===== src/rtl/uart_line_echo_if.sv =====
// Pop/push handshake between uart_line_echo and the RX/TX FIFOs, plus status.
// master = echo stage, slave = FIFO/status side.
interface uart_line_echo_if #(
    parameter int ADDR_W = 6
);
    logic [7:0]      rx_byte;
    logic            rx_fifo_empty;
    logic            rx_fifo_pop;
    logic            tx_fifo_full;
    logic [7:0]      tx_byte;
    logic            transmit;
    logic            busy;
    logic [ADDR_W:0] line_count;
    logic            overflow;

    modport master (
        input  rx_byte, rx_fifo_empty, tx_fifo_full,
        output rx_fifo_pop, tx_byte, transmit, busy, line_count, overflow
    );

    modport slave (
        output rx_byte, rx_fifo_empty, tx_fifo_full,
        input  rx_fifo_pop, tx_byte, transmit, busy, line_count, overflow
    );
endinterface


===== src/rtl/uart_line_echo.sv =====
// Line-mode echo: buffers RX bytes with backspace editing, replays the line plus CR LF on CR.
// Optional UART_LINE_ECHO_LOCAL_EN: echo each edit to TX while the line is being typed.
module uart_line_echo #(
    parameter int DEPTH  = 64,
    parameter int ADDR_W = 6
) (
    input  logic             clk,
    input  logic             rst_n,
    uart_line_echo_if.master bus
);
    localparam logic [7:0]      CH_BS   = 8'h08;
    localparam logic [7:0]      CH_LF   = 8'h0A;
    localparam logic [7:0]      CH_CR   = 8'h0D;
    localparam logic [7:0]      CH_DEL  = 8'h7F;
    localparam logic [ADDR_W:0] DEPTH_C = (ADDR_W+1)'(DEPTH);
    localparam logic [ADDR_W:0] ONE_C   = (ADDR_W+1)'(1);
`ifdef UART_LINE_ECHO_LOCAL_EN
    localparam logic [7:0]      CH_SP   = 8'h20;
`endif

    typedef enum logic [1:0] {
        ACCUM = 2'd0,
        SEND  = 2'd1,
        CR    = 2'd2,
        LF    = 2'd3
    } state_t;

    state_t          state_r;
    logic [ADDR_W:0] count_r;
    logic [ADDR_W-1:0] rd_ptr_r;
    logic [7:0]      line_mem_r [DEPTH];
    logic            pop_r;
    logic            transmit_r;
    logic            busy_r;
    logic            overflow_r;
    logic [7:0]      tx_byte_r;

`ifdef UART_LINE_ECHO_LOCAL_EN
    logic [1:0]      echo_left_r;
    logic            echo_bs_r;
    logic [7:0]      echo_byte_r;
`endif

    logic echo_idle_s;
    logic accept_s;
    logic is_cr_s;
    logic is_lf_s;
    logic is_bs_s;
    logic has_room_s;
    logic store_s;
    logic can_push_s;
    logic last_s;

    // Classify the RX head byte and decide whether it is consumed this cycle
    always_comb begin
`ifdef UART_LINE_ECHO_LOCAL_EN
        echo_idle_s = (echo_left_r == 2'd0);
`else
        echo_idle_s = 1'b1;
`endif
        accept_s   = (state_r == ACCUM) && !bus.rx_fifo_empty && !pop_r && echo_idle_s;
        is_cr_s    = (bus.rx_byte == CH_CR);
        is_lf_s    = (bus.rx_byte == CH_LF);
        is_bs_s    = (bus.rx_byte == CH_BS) || (bus.rx_byte == CH_DEL);
        has_room_s = (count_r < DEPTH_C);
        store_s    = accept_s && !is_cr_s && !is_lf_s && !is_bs_s && has_room_s;
        can_push_s = !bus.tx_fifo_full && !transmit_r;
        last_s     = (({1'b0, rd_ptr_r} + ONE_C) == count_r);
    end

    // Line storage; contents are don't-care after reset, so no reset here
    always_ff @(posedge clk) begin
        if (store_s) begin
            line_mem_r[count_r[ADDR_W-1:0]] <= bus.rx_byte;
        end
    end

    // Control FSM: accumulate, then replay line, CR, LF with one-cycle-gap pulses
    always_ff @(posedge clk or negedge rst_n) begin
        if (!rst_n) begin
            state_r     <= ACCUM;
            count_r     <= '0;
            rd_ptr_r    <= '0;
            pop_r       <= 1'b0;
            transmit_r  <= 1'b0;
            busy_r      <= 1'b0;
            overflow_r  <= 1'b0;
            tx_byte_r   <= 8'h00;
`ifdef UART_LINE_ECHO_LOCAL_EN
            echo_left_r <= 2'd0;
            echo_bs_r   <= 1'b0;
            echo_byte_r <= 8'h00;
`endif
        end else begin
            pop_r      <= 1'b0;
            transmit_r <= 1'b0;
            case (state_r)
                ACCUM: begin
                    if (accept_s) begin
                        pop_r <= 1'b1;
                        if (is_cr_s) begin
                            rd_ptr_r <= '0;
                            busy_r   <= 1'b1;
                            state_r  <= (count_r == '0) ? CR : SEND;
                        end else if (is_lf_s) begin
                            count_r <= count_r;
                        end else if (is_bs_s) begin
                            if (count_r != '0) begin
                                count_r <= count_r - ONE_C;
`ifdef UART_LINE_ECHO_LOCAL_EN
                                echo_left_r <= 2'd3;
                                echo_bs_r   <= 1'b1;
`endif
                            end
                        end else if (has_room_s) begin
                            count_r <= count_r + ONE_C;
`ifdef UART_LINE_ECHO_LOCAL_EN
                            echo_left_r <= 2'd1;
                            echo_bs_r   <= 1'b0;
                            echo_byte_r <= bus.rx_byte;
`endif
                        end else begin
                            overflow_r <= 1'b1;
                        end
                    end
`ifdef UART_LINE_ECHO_LOCAL_EN
                    // Erase sequence is BS SP BS; the middle slot carries the space
                    else if (!echo_idle_s && can_push_s) begin
                        transmit_r  <= 1'b1;
                        tx_byte_r   <= echo_bs_r ? ((echo_left_r == 2'd2) ? CH_SP : CH_BS)
                                                 : echo_byte_r;
                        echo_left_r <= echo_left_r - 2'd1;
                    end
`endif
                end
                SEND: begin
                    if (can_push_s) begin
                        transmit_r <= 1'b1;
                        tx_byte_r  <= line_mem_r[rd_ptr_r];
                        rd_ptr_r   <= rd_ptr_r + {{(ADDR_W-1){1'b0}}, 1'b1};
                        if (last_s) begin
                            state_r <= CR;
                        end
                    end
                end
                CR: begin
                    if (can_push_s) begin
                        transmit_r <= 1'b1;
                        tx_byte_r  <= CH_CR;
                        state_r    <= LF;
                    end
                end
                LF: begin
                    if (can_push_s) begin
                        transmit_r <= 1'b1;
                        tx_byte_r  <= CH_LF;
                        state_r    <= ACCUM;
                        busy_r     <= 1'b0;
                        count_r    <= '0;
                        rd_ptr_r   <= '0;
                        overflow_r <= 1'b0;
                    end
                end
                default: begin
                    state_r <= ACCUM;
                    busy_r  <= 1'b0;
                end
            endcase
        end
    end

    assign bus.rx_fifo_pop = pop_r;
    assign bus.transmit    = transmit_r;
    assign bus.tx_byte     = tx_byte_r;
    assign bus.busy        = busy_r;
    assign bus.line_count  = count_r;
    assign bus.overflow    = overflow_r;
endmodule


===== src/flat_wrapper.sv =====
// flat-port wrapper written by rule: the top's interface ports become plain ports
module uart_line_echo_flat 
#(
    parameter int DEPTH  = 64,
    parameter int ADDR_W = 6
)
  (clk, rst_n, bus_rx_byte, bus_rx_fifo_empty, bus_tx_fifo_full, bus_rx_fifo_pop, bus_tx_byte, bus_transmit, bus_busy, bus_line_count, bus_overflow);
  uart_line_echo_if #(.ADDR_W(ADDR_W)) bus_i ();
  input  logic clk;
  input  logic rst_n;
  input wire logic [$bits(bus_i.rx_byte)-1:0] bus_rx_byte;
  input wire logic [$bits(bus_i.rx_fifo_empty)-1:0] bus_rx_fifo_empty;
  input wire logic [$bits(bus_i.tx_fifo_full)-1:0] bus_tx_fifo_full;
  output wire logic [$bits(bus_i.rx_fifo_pop)-1:0] bus_rx_fifo_pop;
  output wire logic [$bits(bus_i.tx_byte)-1:0] bus_tx_byte;
  output wire logic [$bits(bus_i.transmit)-1:0] bus_transmit;
  output wire logic [$bits(bus_i.busy)-1:0] bus_busy;
  output wire logic [$bits(bus_i.line_count)-1:0] bus_line_count;
  output wire logic [$bits(bus_i.overflow)-1:0] bus_overflow;
  assign bus_i.rx_byte = bus_rx_byte;
  assign bus_i.rx_fifo_empty = bus_rx_fifo_empty;
  assign bus_i.tx_fifo_full = bus_tx_fifo_full;
  assign bus_rx_fifo_pop = bus_i.rx_fifo_pop;
  assign bus_tx_byte = bus_i.tx_byte;
  assign bus_transmit = bus_i.transmit;
  assign bus_busy = bus_i.busy;
  assign bus_line_count = bus_i.line_count;
  assign bus_overflow = bus_i.overflow;
  uart_line_echo #(.DEPTH(DEPTH), .ADDR_W(ADDR_W)) u_core (.clk(clk), .rst_n(rst_n), .bus(bus_i));
endmodule

===== config.mk =====
export PLATFORM = sky130hd
export DESIGN_NAME = uart_line_echo_flat
export DESIGN_NICKNAME = d
export VERILOG_FILES = /design/src/rtl/uart_line_echo_if.sv /design/src/rtl/uart_line_echo.sv /design/src/flat_wrapper.sv
export SDC_FILE = /design/constraint.sdc
export NUM_CORES = 1
export LEC_CHECK = 0
export ABC_AREA = 1
export CORE_UTILIZATION = 40
export CTS_CLUSTER_SIZE = 8
export DETAILED_ROUTE_END_ITERATION = 12
export GPL_ROUTABILITY_DRIVEN = 0
export PLACE_DENSITY = 0.56
export RECOVER_POWER = 100
export SLEW_MARGIN = 20
export SYNTH_ARGS = -nofsm -noshare
export SYNTH_HDL_FRONTEND = slang
export SYNTH_SLANG_ARGS = --single-unit
export TNS_END_PERCENT = 20

===== constraint.sdc =====
create_clock -name clk -period 3.32 [get_ports clk]
set_input_delay 0.332 -clock clk [delete_from_list [all_inputs] [get_ports clk]]
set_output_delay 0.332 -clock clk [all_outputs]
set_load 0.01 [all_outputs]

# Word-level counts from Yosys, hierarchy flattened
# Memories as Yosys holds them, arrays and structs flattened.
# Index checks and enable logic that the tools add are counted.
[totals]
register_bits = 27
ramBits = 512
in_bits = 12
output_inout_bits = 19
word_cells = 103
n_memories = 1
[classes]
add_sub_neg = 4
order_cmp = 1
n_eq_ne = 20
n_mux = 41
reduce_logical = 28
[mem_list]
columns = ["name", "words", "word_bits", "rd", "rd_ports_with_merged_regs", "wr", "line_no", "source"]
rows = [
  ["u_core.line_mem_r", 64, 8, 1, 0, 1, "uart_line_echo.sv:31", "logic [7:0] line_mem_r [DEPTH];"],
]
[op_table]
columns = ["cell", "n"]
rows = [
  ["$mux W7", 7],
  ["$eq A8 B4 Y1 const B", 3],
  ["$mux W6", 4],
  ["$mux W8", 3],
  ["$pmux W8 S3", 1],
  ["$pmux W6 S3", 1],
  ["$mux W1", 14],
  ["$mux W2", 7],
  ["$pmux W7 S2", 1],
  ["$reduce_and A7 Y1", 2],
  ["$ne A2 B1 Y1 const B", 6],
  ["$eq A8 B7 Y1 const B", 1],
  ["$ne A2 B2 Y1 const B", 4],
  ["$pmux W2 S4", 1],
  ["$reduce_and A4 Y1", 2],
  ["$add A6 B1 Y7 const B", 1],
  ["$add A7 B1 Y7 const B", 1],
  ["$eq A7 B7 Y1", 1],
  ["$logic_and A1 B1 Y1", 7],
  ["$logic_not A1 Y1", 7],
  ["$logic_not A7 Y1", 1],
  ["$lt A7 B7 Y1 const B", 1],
  ["$reduce_bool A7 Y1", 1],
  ["$sub A7 B1 Y7 const B", 1],
  ["13 further kinds", 16],
]

# Logic depth before layout (Yosys ltp)
# Gate-level depths: netlist of run 1.
[depth]
word_depth = 9
mapped_depth = 15
depth_no_buf = 15

# Worst setup path before layout of run 1
# Ideal clock, no wire load.
[synth_timing]
kind = "register to register"
from = "reg u_core.state_r[1]"
to = "mem u_core.line_mem_r[12][0], enable pin"
setup_time_ps = 371
t_arrival_ps = 2057
required_time_ps = 2949
path_slack_ps = 893
stages_incl_launch_ff = 9
n_path_buf = 0
period_less_slack_ps = 2427
path_cell_list = "dfrtp_1 -> inv_1 -> ha_1 -> inv_1 -> nor3_2 -> nand3_1 -> nor3_2 -> nand4_1 -> nor2_1"
[synth_between]
elab_chain_cells = 9
[synth_lines]
columns = ["item", "line_no", "source"]
rows = [
  ["start: declaration", "uart_line_echo.sv:28", "state_t state_r;"],
  ["start signal: assignment", "uart_line_echo.sv:104", "state_r <= (count_r == '0) ? CR : SEND;"],
  ["$logic_not A2 Y1", "uart_line_echo.sv:61", "accept_s = (state_r == ACCUM) && !bus.rx_fifo_empty && !pop_r && echo_idle_s;"],
  ["$logic_and A1 B1 Y1 (2 in series)", "uart_line_echo.sv:61", ""],
  ["$logic_and A1 B1 Y1 (4 in series)", "uart_line_echo.sv:66", "store_s = accept_s && !is_cr_s && !is_lf_s && !is_bs_s && has_room_s;"],
  ["$mux W1", "uart_line_echo.sv:73", "if (store_s) begin"],
  ["$mux W1 (not written as such)", "uart_line_echo.sv:74", "line_mem_r[count_r[ADDR_W-1:0]] <= bus.rx_byte;"],
  ["end: declaration", "uart_line_echo.sv:31", ""],
]
# Every way passes these cells.

# Worst setup path in the final report of run 1
[layout_timing]
from = "reg u_core.state_r[1]"
to = "mem u_core.line_mem_r[11][3], enable pin"
# Same word-level chain as after synthesis.

==> results.md, run 1 <==
Clocking
* 0.61 ns — Skew-Pair Late Insertion Delay
* 0.05 ns — clock-pin slew on the worst setup and hold paths
* 0 — total of hold buffers inserted after clock tree synthesis
* clkbuf_16 — clk root buf
* 539 — Sinks on Clock Net
* 77 — Num CTS Buffers
* 3 — number of H-tree branching levels
* 3 — Max clock buf depth
* built — CTS tree
* 0 — post-CTS setup buffer count
* 0 — post-cts repair resize count

Layout
* edfxtp_1 — commonest non-fill, non-tap cell in the layout
* 13.7% — Synth-to-Final Area Change
* edfxtp_1 (512), nand2_1 (362), nor2_1 (333) — top library cells by usage in the layout, fill and taps aside
* 0.0258 mm2 — Post-Layout Inst Area
* 0 — number of diodes
* 2057 — Final #Nets
* 0.464 — post-layout utilization of the core
* 0.0706 — fraction of layout cells with a size suffix above 1

Critical path
* inv_1, ha_1, inv_1, nor3_2, nand3_1, nor2_1, nand4_1, clkbuf_2, nor2_1, clkbuf_1 — sequence of cells on the critical path
* flip-flop — critical path capture point type
* flip-flop to flip-flop — critical path class
* 3.25 ns — data arrival time of the critical path
* 3.55 ns — CP required
* 0.42 ns — delay of the slowest cell on the worst path
* 8 — Max FO, Critical Path
* buffers and inverters — Top Family by Delay on Critical Path
* flip-flop — Setup crit start kind
* dfrtp_1 — Slowest cell on crit path
* 4 — CP Buf/Inv Count

Power
* 9.09 nW — Pleak
* 7.53 mW — net load switching power
* 13.9 mW — P_int
* 0.297 — combinational fraction of design power
* 828 mW/mm2 — total power density per cell area
* 21.4 mW — post-layout total power
* 0.331 — clock network fraction of total power
* 0.372 — fraction of power consumed by sequential logic
* 0.575 mV — Max IR drop VDD
* 0.352 — switching part of the total power

STA
* 331 MHz — Fmax achieved
* 0.0238 ns — worst clock skew
* 0.911 — fraction of the cycle the final worst path needs
* 0.295 ns — Worst Setup Slack, final
* 0 — final hold violations
* 0 — setup violators final
* 351 — number of slew-limit violations in the final report
* 1.96 ns — Worst-Margin Slew
* 3.02 ns — Tmin final
* false — setup repair after global routing missed its margin
* 0 ns — setup TNS
* -0.306 — Rel. slew slack

Synth
* edfxtp_1 (68%), nand2_1 (6.0%), nor2_1 (5.5%), nand3_1 (5.1%), dfrtp_1 (3.0%) — most area-consuming cells after synthesis
* 0.706 — portion of the post-synthesis area used by sequential elements
* 512 — count of flip-flops with a built-in enable after synthesis
* 0.677 — area share of the leading cell type in the synthesized netlist
* 0.0501 — proportion of synthesized flip-flops having asynchronous set or reset
* edfxtp_1 — biggest area consumer among synthesized cells
* 2003 — post-synth net total
* 0 — yosys warns
* 32 — count of different cell masters after synthesis
* edfxtp_1 — most used flip-flop cell after synthesis
* 0.0227 mm2 — cell area after synthesis
* 1978 — Post-Syn Instances
* 539 — flip-flop and latch count after synthesis
* 11.5 um2 — Avg Synthesized Cell Area

Global route
* 95.0 mm — wire length of the first global-routing pass
* 0.227 — GRT Resource Usage Total
* 138 — maximum number of pins on one net before global-route repair
* 0 — total congestion overflow after global routing
* 15300 — via count of the first global-routing pass
* 0 — number of antenna violations at the first check in global routing

Placement
* 0.0239 mm2 — instance area at placement
* 37.6 mm — Final HPWL DP
* 0.220 ns — setup slack at placement
* 30 — I/O Buffers

Run status
* capacitance limit, slew limit — violated checks
* complete, but fails checks — result of the run

Die
* 86 — floorplan row count
* 0.0556 mm2 — Core Region
* 240 um — die span in x
* 0.0578 mm2 — Die ar.
* 0.408 — effective utilization at floorplan
* 31 — I/O Pins
* 240 um — die outline height

Hold path
* primary input to flip-flop — class of the tightest hold or removal check

Detailed routing
* 1406 — Iteration-0 DRC Markers
* 0 — Post-route DRC
* 6 — DRT Pass-1 Iters
* 5.45 — number of vias per cell
* 15300 — DR vias
* 0 — number of nets with antenna violations after routing
* 63.9 mm — Total Wirelength
* 22.8 um — drt wl/cell

Run
* 6 — max-cap check violation count

final cells by class:
class                      count  area, um2
inverter                      69        269
timing repair buffer          92        658
sequential                   539      16100
multi-input combinational   1253       5790
clock buffer                  95       2060
clock inverter                 5       72.6
fill                        5125      29800
tap                          748        936
flip-flops by register name, summed over array words and instances, names as in the netlist:
name / cells
u_core.state_r: 2
u_core.bus.rx_fifo_pop: 1
u_core.line_mem_r: 512
u_core.bus.line_count: 7
u_core.bus.transmit: 1
u_core.bus.overflow: 1
u_core.rd_ptr_r: 6
u_core.bus.busy: 1
u_core.bus.tx_byte: 8
logic make-up (layout without fill, tap and decap cells):
logic type,count (synthesis),in the layout,synth area share
buffers and inverters,186,261,0.0390
adder cells (fa/ha/maj),13,13,0.00749
AND/OR/NAND/NOR,960,960,0.175
XOR/XNOR,8,8,0.00308
flip-flops,539,539,0.706
AO/OA/AOI/OAI,272,272,0.0686
through the flow:
stage	instances	hold slack, ns
after floorplan	1978	0.0364
after global placement	2701	0.447
after detailed placement	2701	0.461
after CTS	2801	0.0479
after global routing	2801	0.191
final	2801	0.189
layer usage:
layer / track usage / vias to the layer above / wire, um
li1: - / 7060 / -
met1: 0.293 / 7506 / 27000
met2: 0.373 / 561 / 30700
met3: 0.0424 / 135 / 3910
met4: 0.0973 / 0 / 2280
met5: 0 / - / 0
synthesized netlist by cell type (15+ instances only):
master,count
dfrtp_1,27
nand3_1,231
nand2_1,362
o211ai_1,74
a21oi_1,15
o21ai_0,114
clkbuf_1,42
buf_2,44
o21ai_1,64
inv_1,63
edfxtp_1,512
nor2_1,333
power by group through the flow:
stage / clock, mW / combinational (mW) / sequential [mW]
finish: 7.08 / 6.36 / 7.96
global placement: 0 / 6.40 / 8.08
floorplan: 0 / 4.22 / 7.99
CTS: 7.19 / 6.43 / 7.96
detailed placement: 0 / 6.40 / 8.09
global route: 7.45 / 6.99 / 7.98
worst paths after layout:
check	startpoint	endpoint	slack (ns)	cells past startpoint
setup / recovery	u_core.state_r[1]	u_core.line_mem_r[11][3]	0.30	10
hold reg to reg	u_core.bus.transmit	u_core.bus.transmit	0.46	1
hold / removal	bus_rx_byte[3]	u_core.line_mem_r[47][3]	0.19	1
min in group asynchronous	rst_n	u_core.rd_ptr_r[3]	0.35	1
setup reg to reg	u_core.state_r[1]	u_core.line_mem_r[11][3]	0.30	10
max in group asynchronous	rst_n	u_core.bus.line_count[1]	2.14	2
Note: power is estimated with default switching activity, not from simulation.
==> run 2: changes to the inputs <==
--- a/config.mk
+++ b/config.mk
@@ -6,6 +6,7 @@
 export NUM_CORES = 1
 export LEC_CHECK = 0
 export ABC_AREA = 1
+export CAP_MARGIN = 25
 export CORE_UTILIZATION = 40
 export CTS_CLUSTER_SIZE = 8
 export DETAILED_ROUTE_END_ITERATION = 12
==> constraint.sdc (replaced) <==
create_clock -name clk -period 3.5 [get_ports clk]
set_input_delay 0.35 -clock clk [delete_from_list [all_inputs] [get_ports clk]]
set_output_delay 0.35 -clock clk [all_outputs]
set_load 0.01 [all_outputs]
==> run 2 against run 1 <==
Against the previous run: the run still ends with capacitance limit, slew limit left; worst setup slack got worse by 0.0073 ns; worst hold slack improved by 0.049 ns; wire length fell by 0.39%; sequential share of layout area rose by 0.057 points; sequential power fell by 5.3%; combinational power fell by 4.6%; flip-flop and latch count did not move; first-iteration DRC count fell by 2.1%; via count fell by 0.68%; core utilization barely moved; critical path type is now primary input to flip-flop; critical endpoint is now u_core.line_mem_r[46][1]; largest cell class unchanged; largest power group unchanged; highest routed layer is now met5.
==> results.md, run 2 (synthesis gave the netlist of run 1 again) <==
Run status
* complete, but fails checks — result of the run
* capacitance limit, slew limit — violated checks

Clocking
* 0 — post-CTS setup buffer count
* 0.05 ns — clock-pin slew on the worst setup and hold paths
* 0 — post-cts repair resize count
* clkbuf_16 — clk root buf
* 539 — Sinks on Clock Net
* built — CTS tree
* 0.61 ns — Skew-Pair Late Insertion Delay
* 0 — total of hold buffers inserted after clock tree synthesis
* 3 — number of H-tree branching levels
* 3 — Max clock buf depth
* 77 — Num CTS Buffers

Layout
* 13.6% — Synth-to-Final Area Change
* 2050 — Final #Nets
* 0.0748 — fraction of layout cells with a size suffix above 1
* edfxtp_1 (512), nand2_1 (362), nor2_1 (333) — top library cells by usage in the layout, fill and taps aside
* 0 — number of diodes
* 0.00578 mm2 — combined area of the multi-input logic cells
* edfxtp_1 — commonest non-fill, non-tap cell in the layout
* 2794 — number of non-filler instances in the completed layout
* 512 — number of flip-flops in the largest register
* 0.0161 mm2 — area taken by flip-flops and latches
* 5103 — fillers

Placement
* 2694 — Placed Cells
* 37.8 mm — Final HPWL DP
* 30 — I/O Buffers

STA
* 0 — final hold violations
* -0.500 — Rel. slew slack
* false — setup repair after global routing missed its margin
* 0 — setup violators final
* 2.25 ns — Worst-Margin Slew
* 0 ns — setup TNS
* 416 — number of slew-limit violations in the final report
* 311 MHz — Fmax achieved
* 0.0127 ns — worst clock skew
* 3.21 ns — Tmin final
* 0.918 — fraction of the cycle the final worst path needs

Die
* 31 — I/O Pins
* 0.408 — effective utilization at floorplan
* 86 — floorplan row count
* 240 um — die span in x
* 0.0578 mm2 — Die ar.
* 240 um — die outline height
* 0.0556 mm2 — Core Region

Global route
* 153 — maximum number of pins on one net before global-route repair
* 94.5 mm — wire length of the first global-routing pass
* 3 — number of antenna violations at the first check in global routing
* 0 — total congestion overflow after global routing
* 0.225 — GRT Resource Usage Total
* 15300 — via count of the first global-routing pass

Critical path
* buffers and inverters — Top Family by Delay on Critical Path
* primary input — Setup crit start kind
* 3.47 ns — data arrival time of the critical path
* 1.66 ns — delay of the slowest cell on the worst path
* clkbuf_1, clkbuf_1, clkbuf_2 — sequence of cells on the critical path
* clkbuf_1 — Slowest cell on crit path
* flip-flop — critical path capture point type
* 35 — Max FO, Critical Path
* primary input to flip-flop — critical path class
* 3.76 ns — CP required
* clkbuf_1 — most used cell along the critical path
* 3 — CP Buf/Inv Count

Detailed routing
* 15200 — DR vias
* 1376 — Iteration-0 DRC Markers
* 5 — DRT Pass-1 Iters
* 0 — Post-route DRC
* 22.8 um — drt wl/cell
* 0 — number of nets with antenna violations after routing
* 63.6 mm — Total Wirelength
* 5.43 — number of vias per cell

Run
* 8 — max-cap check violation count

Power
* 9.10 nW — Pleak
* 0.467 mV — Max IR drop VDD
* 788 mW/mm2 — total power density per cell area

Hold path
* primary input to asynchronous set/reset pin — class of the tightest hold or removal check

[run 2: layout make-up]
cell class              count  area share
repair buffers             85      0.0249
clock buffers              95      0.0797
well taps                 748      0.0363
clock inverters             5     0.00281
multi-input cells        1253       0.224
inverters                  69      0.0103
flip-flops and latches    539       0.622
[run 2: stage by stage]
stage / worst slack [ns] / util / hold WS, ns / power (mW) / instance area (um2)
2_1_floorplan: 1.07 / - / 0.0544 / 11.6 / 22700
3_3_place_gp: 0.275 / 0.427 / 0.444 / 13.7 / 23800
3_5_place_dp: 0.321 / 0.427 / 0.458 / 13.8 / 23800
4_1_cts: 0.546 / 0.465 / 0.161 / 20.5 / 25900
5_1_grt: 0.159 / 0.464 / 0.273 / 21.2 / 25800
6_report: 0.288 / 0.464 / 0.238 / 20.3 / 25800
[run 2: path summary, 6_finish.rpt]
| kind | from | endpoint | slack [ns] | cells after the start |
|---|---|---|---|---|
| max in group asynchronous | rst_n | u_core.bus.line_count[3] | 2.15 | 2 |
| setup reg to reg | u_core.state_r[1] | u_core.line_mem_r[28][3] | 0.39 | 9 |
| setup / recovery | bus_rx_byte[1] | u_core.line_mem_r[46][1] | 0.29 | 3 |
| hold reg to reg | u_core.bus.transmit | u_core.bus.transmit | 0.46 | 1 |
| min in group clk | bus_tx_fifo_full | u_core.bus.transmit | 0.32 | 2 |
| hold / removal | rst_n | u_core.bus.tx_byte[7] | 0.24 | 1 |
[run 2: layer usage]
layer	share of wire	GRT usage
met5	0.00025	0
met4	0.041	0.100
met3	0.069	0.0456
met2	0.47	0.363
met1	0.42	0.295
[run 2: report_power, final]
group,internal [mW],leakage [nW],switching (mW)
clock,4.13,1.04,2.59
sequential,7.32,4.93,0.215
combinational,1.73,3.12,4.33
